--- src/rtl/stack_arb_pkg.sv ---
// stack_arb_pkg: shared types and defaults for the two-client stack controller.
//   arb_state_t : arbitration FSM encoding (ARB, LOCK0, LOCK1)
//   CL0/CL1     : client id constants, also used as the value of 'last'
//   *_DEF       : default data width / depth / address width
package stack_arb_pkg;

    typedef enum logic [1:0] {
        ARB   = 2'd0,
        LOCK0 = 2'd1,
        LOCK1 = 2'd2
    } arb_state_t;

    localparam logic CL0 = 1'b0;
    localparam logic CL1 = 1'b1;

    localparam int DW_DEF    = 8;
    localparam int DEPTH_DEF = 8;
    localparam int AW_DEF    = 3;

endpackage

--- src/rtl/stack_ram.sv ---
// stack_ram: DW x DEPTH storage, one write port, one synchronous read port.
//   clk, reset : clock, synchronous active-low reset (clears read register only)
//   we/waddr/wdata : write port
//   re/raddr       : read request; rdata updates on the edge where re=1
//   rdata          : registered read data, holds while re=0
module stack_ram #(
    parameter int DW    = 8,
    parameter int DEPTH = 8,
    parameter int AW    = 3
) (
    input  logic          clk,
    input  logic          reset,
    input  logic          we,
    input  logic [AW-1:0] waddr,
    input  logic [DW-1:0] wdata,
    input  logic          re,
    input  logic [AW-1:0] raddr,
    output logic [DW-1:0] rdata
);

    logic [DW-1:0] mem [DEPTH];

    // Array is deliberately never reset; only the read register is.
    always_ff @(posedge clk) begin
        if (we) mem[waddr] <= wdata;
    end

    always_ff @(posedge clk) begin
        if (!reset)  rdata <= '0;
        else if (re) rdata <= mem[raddr];
    end

endmodule

--- src/rtl/stack_arbiter.sv ---
// stack_arbiter: shares one LIFO between two clients with round-robin
// arbitration and an optional ownership lock for multi-op bursts.
//   clk, reset           : clock, synchronous active-low reset
//   push/pop/lock/din 0,1: per-client request (level, held until grant)
//   gnt0, gnt1           : combinational; the granted op commits this edge
//   rd_valid/owner/data  : pop result, one cycle after the pop grant
//   count, empty, full   : registered occupancy
//   ovf_err, unf_err     : one-cycle pulses for push-on-full / pop-on-empty
module stack_arbiter
    import stack_arb_pkg::*;
#(
    parameter int DW    = DW_DEF,
    parameter int DEPTH = DEPTH_DEF,
    parameter int AW    = AW_DEF
) (
    input  logic          clk,
    input  logic          reset,
    input  logic          push0,
    input  logic          pop0,
    input  logic          lock0,
    input  logic [DW-1:0] din0,
    input  logic          push1,
    input  logic          pop1,
    input  logic          lock1,
    input  logic [DW-1:0] din1,
    output logic          gnt0,
    output logic          gnt1,
    output logic          rd_valid,
    output logic          rd_owner,
    output logic [DW-1:0] rd_data,
    output logic [AW:0]   count,
    output logic          empty,
    output logic          full,
    output logic          ovf_err,
    output logic          unf_err
);

    localparam logic [AW:0]   FULL_CNT = (AW+1)'(DEPTH);
    localparam logic [AW:0]   ONE_C    = (AW+1)'(1);
    localparam logic [AW-1:0] ONE_A    = AW'(1);

    arb_state_t state, state_nx;
    logic       last;
    logic       req0, req1;
    logic       gnt_any, sel, op_push;
    logic       do_push, do_pop, wr_en, rd_en;
    logic [DW-1:0] din_sel;
    logic [AW-1:0] waddr, raddr;

    assign req0 = push0 | pop0;
    assign req1 = push1 | pop1;

    assign empty = (count == '0);
    assign full  = (count == FULL_CNT);

    // Grant and next-state. Grants are suppressed in reset so nothing
    // commits on the reset edge.
    always_comb begin
        gnt0     = 1'b0;
        gnt1     = 1'b0;
        state_nx = state;
        if (reset) begin
            case (state)
                ARB: begin
                    if (req0 && req1) begin
                        gnt0 = (last != CL0);
                        gnt1 = (last == CL0);
                    end else begin
                        gnt0 = req0;
                        gnt1 = req1;
                    end
                    if (gnt0 && lock0)      state_nx = LOCK0;
                    else if (gnt1 && lock1) state_nx = LOCK1;
                end
                LOCK0: begin
                    gnt0 = req0;
                    if (!lock0) state_nx = ARB;
                end
                LOCK1: begin
                    gnt1 = req1;
                    if (!lock1) state_nx = ARB;
                end
                default: state_nx = ARB;
            endcase
        end
    end

    assign gnt_any = gnt0 | gnt1;
    assign sel     = gnt1 ? CL1 : CL0;
    // Push has priority over pop when a client raises both.
    assign op_push = sel ? push1 : push0;
    assign din_sel = sel ? din1 : din0;

    assign do_push = gnt_any &  op_push;
    assign do_pop  = gnt_any & ~op_push;
    assign wr_en   = do_push & ~full;
    assign rd_en   = do_pop  & ~empty;

    assign waddr = count[AW-1:0];
    // When full, count[AW-1:0] is 0 and the subtraction wraps to DEPTH-1.
    assign raddr = count[AW-1:0] - ONE_A;

    always_ff @(posedge clk) begin
        if (!reset) begin
            state    <= ARB;
            last     <= CL1;
            count    <= '0;
            rd_valid <= 1'b0;
            rd_owner <= CL0;
            ovf_err  <= 1'b0;
            unf_err  <= 1'b0;
        end else begin
            state    <= state_nx;
            if (gnt_any) last <= sel;
            if (wr_en)      count <= count + ONE_C;
            else if (rd_en) count <= count - ONE_C;
            rd_valid <= rd_en;
            if (rd_en) rd_owner <= sel;
            ovf_err  <= do_push & full;
            unf_err  <= do_pop & empty;
        end
    end

    stack_ram #(.DW(DW), .DEPTH(DEPTH), .AW(AW)) u_ram (
        .clk   (clk),
        .reset (reset),
        .we    (wr_en),
        .waddr (waddr),
        .wdata (din_sel),
        .re    (rd_en),
        .raddr (raddr),
        .rdata (rd_data)
    );

endmodule

--- config.mk ---
export PLATFORM = sky130hd
export DESIGN_NAME = stack_arbiter
export DESIGN_NICKNAME = d
export VERILOG_FILES = /design/src/rtl/stack_arb_pkg.sv /design/src/rtl/stack_ram.sv /design/src/rtl/stack_arbiter.sv
export SDC_FILE = /design/constraint.sdc
export NUM_CORES = 1
export LEC_CHECK = 0
export BUFFER_PORTS_ARGS = -buffer_cell sky130_fd_sc_hd__buf_2
export CAP_MARGIN = 10
export CORE_MARGIN = 2
export CORE_UTILIZATION = 40
export CTS_CLUSTER_DIAMETER = 50
export DETAILED_ROUTE_END_ITERATION = 8
export PLACE_DENSITY = 0.59
export SYNTH_ARGS = -nofsm -noshare
export SYNTH_HDL_FRONTEND = slang
export SYNTH_SLANG_ARGS = --single-unit
--- constraint.sdc ---
create_clock -name clk -period 9.4 [get_ports clk]
set_input_delay 0.47 -clock clk [delete_from_list [all_inputs] [get_ports clk]]
set_output_delay 0.47 -clock clk [all_outputs]
set_load 0.02 [all_outputs]
Yosys cells after proc, flatten, opt, wreduce, memory -nomap -nowiden
Memories as Yosys holds them, arrays and structs flattened. A register that Yosys moved wholly into a read port is not among the register bits.
Index checks and enable logic that the tools add are counted.
{"block": "op_classes", "addsub": 3, "n_mul": 0, "div_mod_pow": 0, "order_cmp": 0, "n_eq_ne": 6, "shifts": 0, "mux": 22, "n_bitwise": 13, "reduce_logical": 8}
{"cell": "1-bit two-way mux", "n": 12}
{"cell": "2-bit two-way mux", "n": 4}
{"cell": "4-bit two-way mux", "n": 2}
{"cell": "8-bit two-way mux", "n": 1}
{"cell": "1-bit AND", "n": 6}
{"cell": "2-bit case mux with 3 select lines", "n": 1}
{"cell": "4-bit by 1-bit adder with 4-bit output, second input constant", "n": 1}
{"cell": "4-bit == test, second input constant", "n": 1}
{"cell": "4-bit zero test", "n": 1}
{"cell": "2-bit inequality test, second input constant", "n": 2}
{"cell": "1-bit inverter", "n": 4}
{"cell": "1-bit case mux with 2 select lines", "n": 2}
{"cell": "4-bit by 1-bit subtractor with 4-bit output, second input constant", "n": 1}
{"cell": "1-bit logical AND", "n": 3}
{"cell": "3-bit inequality test, second input constant", "n": 1}
{"cell": "1-bit OR", "n": 3}
{"cell": "3-bit AND reduction", "n": 1}
{"cell": "3-bit by 1-bit subtractor with 3-bit output, second input constant", "n": 1}
{"cell": "2-bit by 1-bit == test with 1-bit output, second input constant", "n": 1}
{"cell": "2-bit == test, second input constant", "n": 1}
{"cell": "2-bit zero test", "n": 1}
{"cell": "2-bit nonzero test", "n": 1}
{"cell": "1-bit zero test", "n": 1}
{"block": "word_totals", "register_bits": 11, "latch_bits": 0, "mem_bits_rw": 64, "mem_bits_ro": 0, "input_bits": 24, "out_inout_bits": 20, "word_cells": 60, "mem_count": 1}
{"name": "u_ram.mem", "depth": 8, "word_bits": 8, "rd": 1, "rd_ports_with_merged_regs": 1, "wr": 1, "line_no": "stack_ram.sv:21", "text": "logic [DW-1:0] mem [DEPTH];"}

Depth between registers and ports, before layout
{"block": "logic_depth", "ltp_word": 14, "mapped_depth": 15, "ltp_nobuf": 13}

By module
Synthesis repeated with hierarchy kept, for this count alone.
{"block": "hier_totals", "hier_cells": 248, "area_unflattened_um2": 3598.5}
{"mod": "stack_ram", "n_inst": 1, "cells_each": 160, "area_per_inst_um2": 2788.9, "seq_area_each_um2": 2082.0}
{"mod": "stack_arbiter", "n_inst": 1, "cells_each": 88, "area_per_inst_um2": 809.5, "seq_area_each_um2": 220.2}

Worst setup path after synthesis
OpenSTA, ideal clock, no wires.
{"block": "synth_timing", "path_kind": "register -> register", "startpoint": "register count[0]", "endpoint": "memory u_ram.mem[0][0] (enable)", "setup_time_ns": 0.395, "arrival_ns": 3.317, "required_ns": 9.005, "slack_ns": 5.688, "path_stages_with_launch": 11, "path_buffers": 2, "period_less_slack_ns": 3.712, "cell_sequence": "dfxtp_1 clkbuf_1 clkbuf_1 inv_1 ha_1 nand3b_1 inv_1 a2111oi_0 a41o_1 inv_1 nor4_1"}
{"block": "synth_via", "elab_chain_len": 5}
{"item": "from (decl)", "line_no": "stack_arbiter.sv:31", "text": "output logic [AW:0] count,"}
{"item": "from (signal assigned)", "line_no": "stack_arbiter.sv:115", "text": "if (wr_en) count <= count + ONE_C;"}
{"item": "from (signal assigned)", "line_no": "stack_arbiter.sv:116", "text": "else if (rd_en) count <= count - ONE_C;"}
{"item": "4-bit == test", "line_no": "stack_arbiter.sv:54", "text": "assign full = (count == FULL_CNT);"}
{"item": "via full", "line_no": "stack_arbiter.sv:33", "text": "output logic full,"}
{"item": "1-bit inverter", "line_no": "stack_arbiter.sv:96", "text": "assign wr_en = do_push & ~full;"}
{"item": "1-bit AND", "line_no": "stack_arbiter.sv:96"}
{"item": "1-bit two-way mux", "line_no": "stack_ram.sv:25", "text": "if (we) mem[waddr] <= wdata;"}
{"item": "1-bit two-way mux (implied by the code)", "line_no": "stack_ram.sv:25"}
{"item": "to (decl)", "line_no": "stack_ram.sv:21"}
The timed path passes the listed nets, and every way through them passes these cells.

Final worst setup path
{"block": "layout_timing", "startpoint": "register count[0]", "endpoint": "memory u_ram.mem[5][5] (enable)"}
{"block": "layout_via", "elab_chain_len": 5}
{"item": "4-bit == test", "line_no": "stack_arbiter.sv:54"}
{"item": "1-bit inverter", "line_no": "stack_arbiter.sv:96"}
{"item": "1-bit AND", "line_no": "stack_arbiter.sv:96"}
{"item": "1-bit two-way mux", "line_no": "stack_ram.sv:25"}
{"item": "1-bit two-way mux (implied by the code)", "line_no": "stack_ram.sv:25"}
Parallel ways exist; a longest one is shown, timed or not.

==> summary.txt <==
Run status
  – Status: finished clean

Final layout
  – Nets: 294
  – Area grow syn2layout: 14.9%
  – Area of the multi-input gates: 1090 sq um
  – Most common cell after layout, fill and taps aside: edfxtp_1
  – Most frequent cells in the layout: edfxtp_1, buf_2, nand2_1
  – Fraction of layout instances using a drive strength above 1: 0.358
  – FF/Latch Area: 2300 sq um
  – Antenna fix cells: 0
  – Filler cells: 703
  – Final core utilization: 0.480

Logic synthesis
  – EDFF count, synth: 64
  – Synth top area cells: edfxtp_1, dfxtp_1, mux4_2, mux2_2, nand2_1
  – Syn_nets: 248
  – Yosys top cell area share: 0.555
  – Syn Inst Count: 220
  – Top_reg_cell synth: edfxtp_1
  – Area leader, netlist: edfxtp_1
  – Mean post-synth cell area: 15.8 sq um
  – Seq cells post-synth: 83
  – Synth Cell Area: between 3000 and 4000 sq um
  – Number of distinct library cells after synthesis: 41
  – Synth warn: 0
  – Asr flop ratio synth: 0
  – Sequential share of the synthesized area: 0.664

Pwr
  – Maximum VDD drop: 76.8 uV
  – P_leak: 1.41 nW
  – Pwr Density: ~270 nW/um^2
  – Pwr Total: roughly 1.1 mW

Place
  – Post-DP HPWL: 4290 um
  – Final GP Congestion: 0.742
  – Port Buffer Count: 43

Critical path
  – WS Path Type: flop to flop
  – Max FO, Critical Path: 25
  – Worst reg2reg startpoint: count[0]$_SDFFE_PN0P_
  – Max stage delay on crit path: between 0.9 and 1 ns
  – Crit path required time: 9.36 ns
  – Critical Path Stages: 9
  – Slowest-stage cell, CP: nor3_1
  – Cell mode on critical path: inv_1
  – Worst Setup SP: count[0]$_SDFFE_PN0P_
  – WP data arrival: 3.46 ns
  – CP Launch Type: flop
  – CP delay by family, top: simple AND/OR/NAND/NOR gates
  – Buf+Inv Stages, Crit Path: 4
  – Crit end category: flop
  – R2R cell count: 9
  – Crit-path cells: buf_4 -> inv_1 -> ha_1 -> nand3b_1 -> inv_1 -> a2111oi_0 -> a41o_1 -> inv_1 -> nor3_1

GRT
  – Global-route wire length before repair: 10000 um
  – GRT overflow: 0
  – Total Routing Usage GR: 0.139
  – Vias in the first global route: 1849
  – Initial antenna violation count: 0
  – Largest net degree at the start of global routing: 26

Run
  – Max-Cap Viols: 0

Floorplanning
  – Die area: 9430 sq um
  – # rows: 33
  – Die Ht: just under 100 um
  – Num ports: 44
  – Starting Density: 0.418
  – Area of the core: 8300 sq um
  – Die Wd: approximately 97 um

STA
  – Setup TNS: 0 ns
  – Crit share post-route: 0.372
  – Slew Limit Fails: 0
  – Fmax: 286 MHz
  – Setup violators final: 0
  – Worst-Margin Slew: 1.22 ns
  – RSZ-0062 raised after global routing: false
  – Worst Skew: ~0.012 ns
  – Final Critical Period: 3.50 ns
  – Hold Fails Final Rpt: 0
  – Max-slew headroom: 0.182

Min path
  – Hold Path Depth: 3
  – Worst Hold Launch: lock0
  – Hold Crit Class: input port to flop

CTS
  – CTS tree: done
  – Total number of H-tree levels: 3
  – Hold_buf cts: 0
  – Clock root buffer: clkbuf_8
  – Post-CTS Setup Inserts: 0
  – Post-CTS Resized: 0
  – CTS max path bufs: 2
  – # clock sinks: between 80 and 90
  – Clock-pin slew on the worst setup and hold paths: 0.08 ns
  – CTS Buf Count: 9
  – Clock latency on the worst-skew pair: 0.35 ns

Routing
  – Wirelength, routed: between 6000 and 7000 um
  – Routed WL per cell: 16.7 um
  – Total number of vias: 1956
  – Iteration-0 DRC Markers: 146
  – DRT Pass-1 Iters: 5
  – Vias/cell: ~5.2
  – Number of routed nets with antenna violations: 0
  – DR DRC count: 0
final timing paths:
check | endpoint | slack, ns
max reg2reg | u_ram.mem[5][5]$_DFFE_PP_ | 5.90
max | u_ram.mem[5][5]$_DFFE_PP_ | 5.90
min reg2reg | u_ram.rdata[5]$_SDFFE_PN0P_ | 0.44
min | state[0]$_SDFFE_PN0P_ | 0.35
registers in the layout (all words and copies together), names as in the netlist:
register     count
u_ram.rdata      8
u_ram.mem       64
rd_owner         1
unf_err          1
rd_valid         1
ovf_err          1
state            2
count            4
last             1
kinds of logic after synthesis:
kind of cell / Yosys count / share of synthesized area
AOI/OAI and AO/OA: 31 / 0.0635
xor gates and xnor gates: 2 / 0.00506
adders and majority gates: 4 / 0.0166
buffers and inverters: 18 / 0.0231
DFF: 83 / 0.664
muxes: 33 / 0.159
and+or+nand+nor: 49 / 0.0686
metrics by stage:
stage | area [sq um] | cells | worst slack, ns | hold WS (ns)
floorplan | 3470 | 220 | 5.69 | 0.492
global placement | 3780 | 359 | 5.92 | 0.436
detailed placement | 3780 | 359 | 5.86 | 0.440
CTS | 3980 | 375 | 5.83 | 0.344
global route | 3980 | 376 | 5.56 | 0.358
finish | 3980 | 376 | 5.90 | 0.353
metal layers:
metal / vias up / GRT usage / part of all wire
met4: 0 / 0.0650 / 0.022
met5: - / 0 / 0
met3: 13 / 0.0324 / 0.052
met2: 50 / 0.196 / 0.42
met1: 948 / 0.205 / 0.51
li1: 945 / - / -
layout make-up:
cell class | instances | share of cell area
sequential | 83 | 0.578
multi-input combinational | 119 | 0.274
timing repair buffer | 46 | 0.0591
clock buffer | 12 | 0.0365
tap | 105 | 0.0330
clock inverter | 4 | 0.0129
inverter | 7 | 0.00660
power breakdown:
group / internal [mW] / switching (mW) / total (mW)
logic: 0.170 / 0.192 / 0.362
registers: 0.439 / 0.0228 / 0.462
clock network: 0.130 / 0.124 / 0.254
total: 0.739 / 0.339 / 1.08
synthesized netlist by cell type (3+ instances only):
| cell type | number |
|---|---|
| nor2_1 | 7 |
| ha_1 | 3 |
| dfxtp_1 | 19 |
| nand2_1 | 21 |
| edfxtp_1 | 64 |
| a21oi_1 | 4 |
| o21ai_1 | 3 |
| mux2_2 | 16 |
| nor4_1 | 4 |
| mux4_2 | 16 |
| inv_1 | 7 |
| o21ai_0 | 9 |
| clkbuf_1 | 6 |
| buf_2 | 4 |
| nor3_1 | 5 |
worst reg2reg max path: stages, from the launching register on:
cell and delay [ns]:
dfxtp_1 0.31, buf_4 0.36, inv_1 0.18, ha_1 0.26, nand3b_1 0.13, inv_1 0.06, a2111oi_0 0.38, a41o_1 0.26
inv_1 0.19, nor3_1 0.97
No activity file was read; power rests on OpenSTA's default activity.
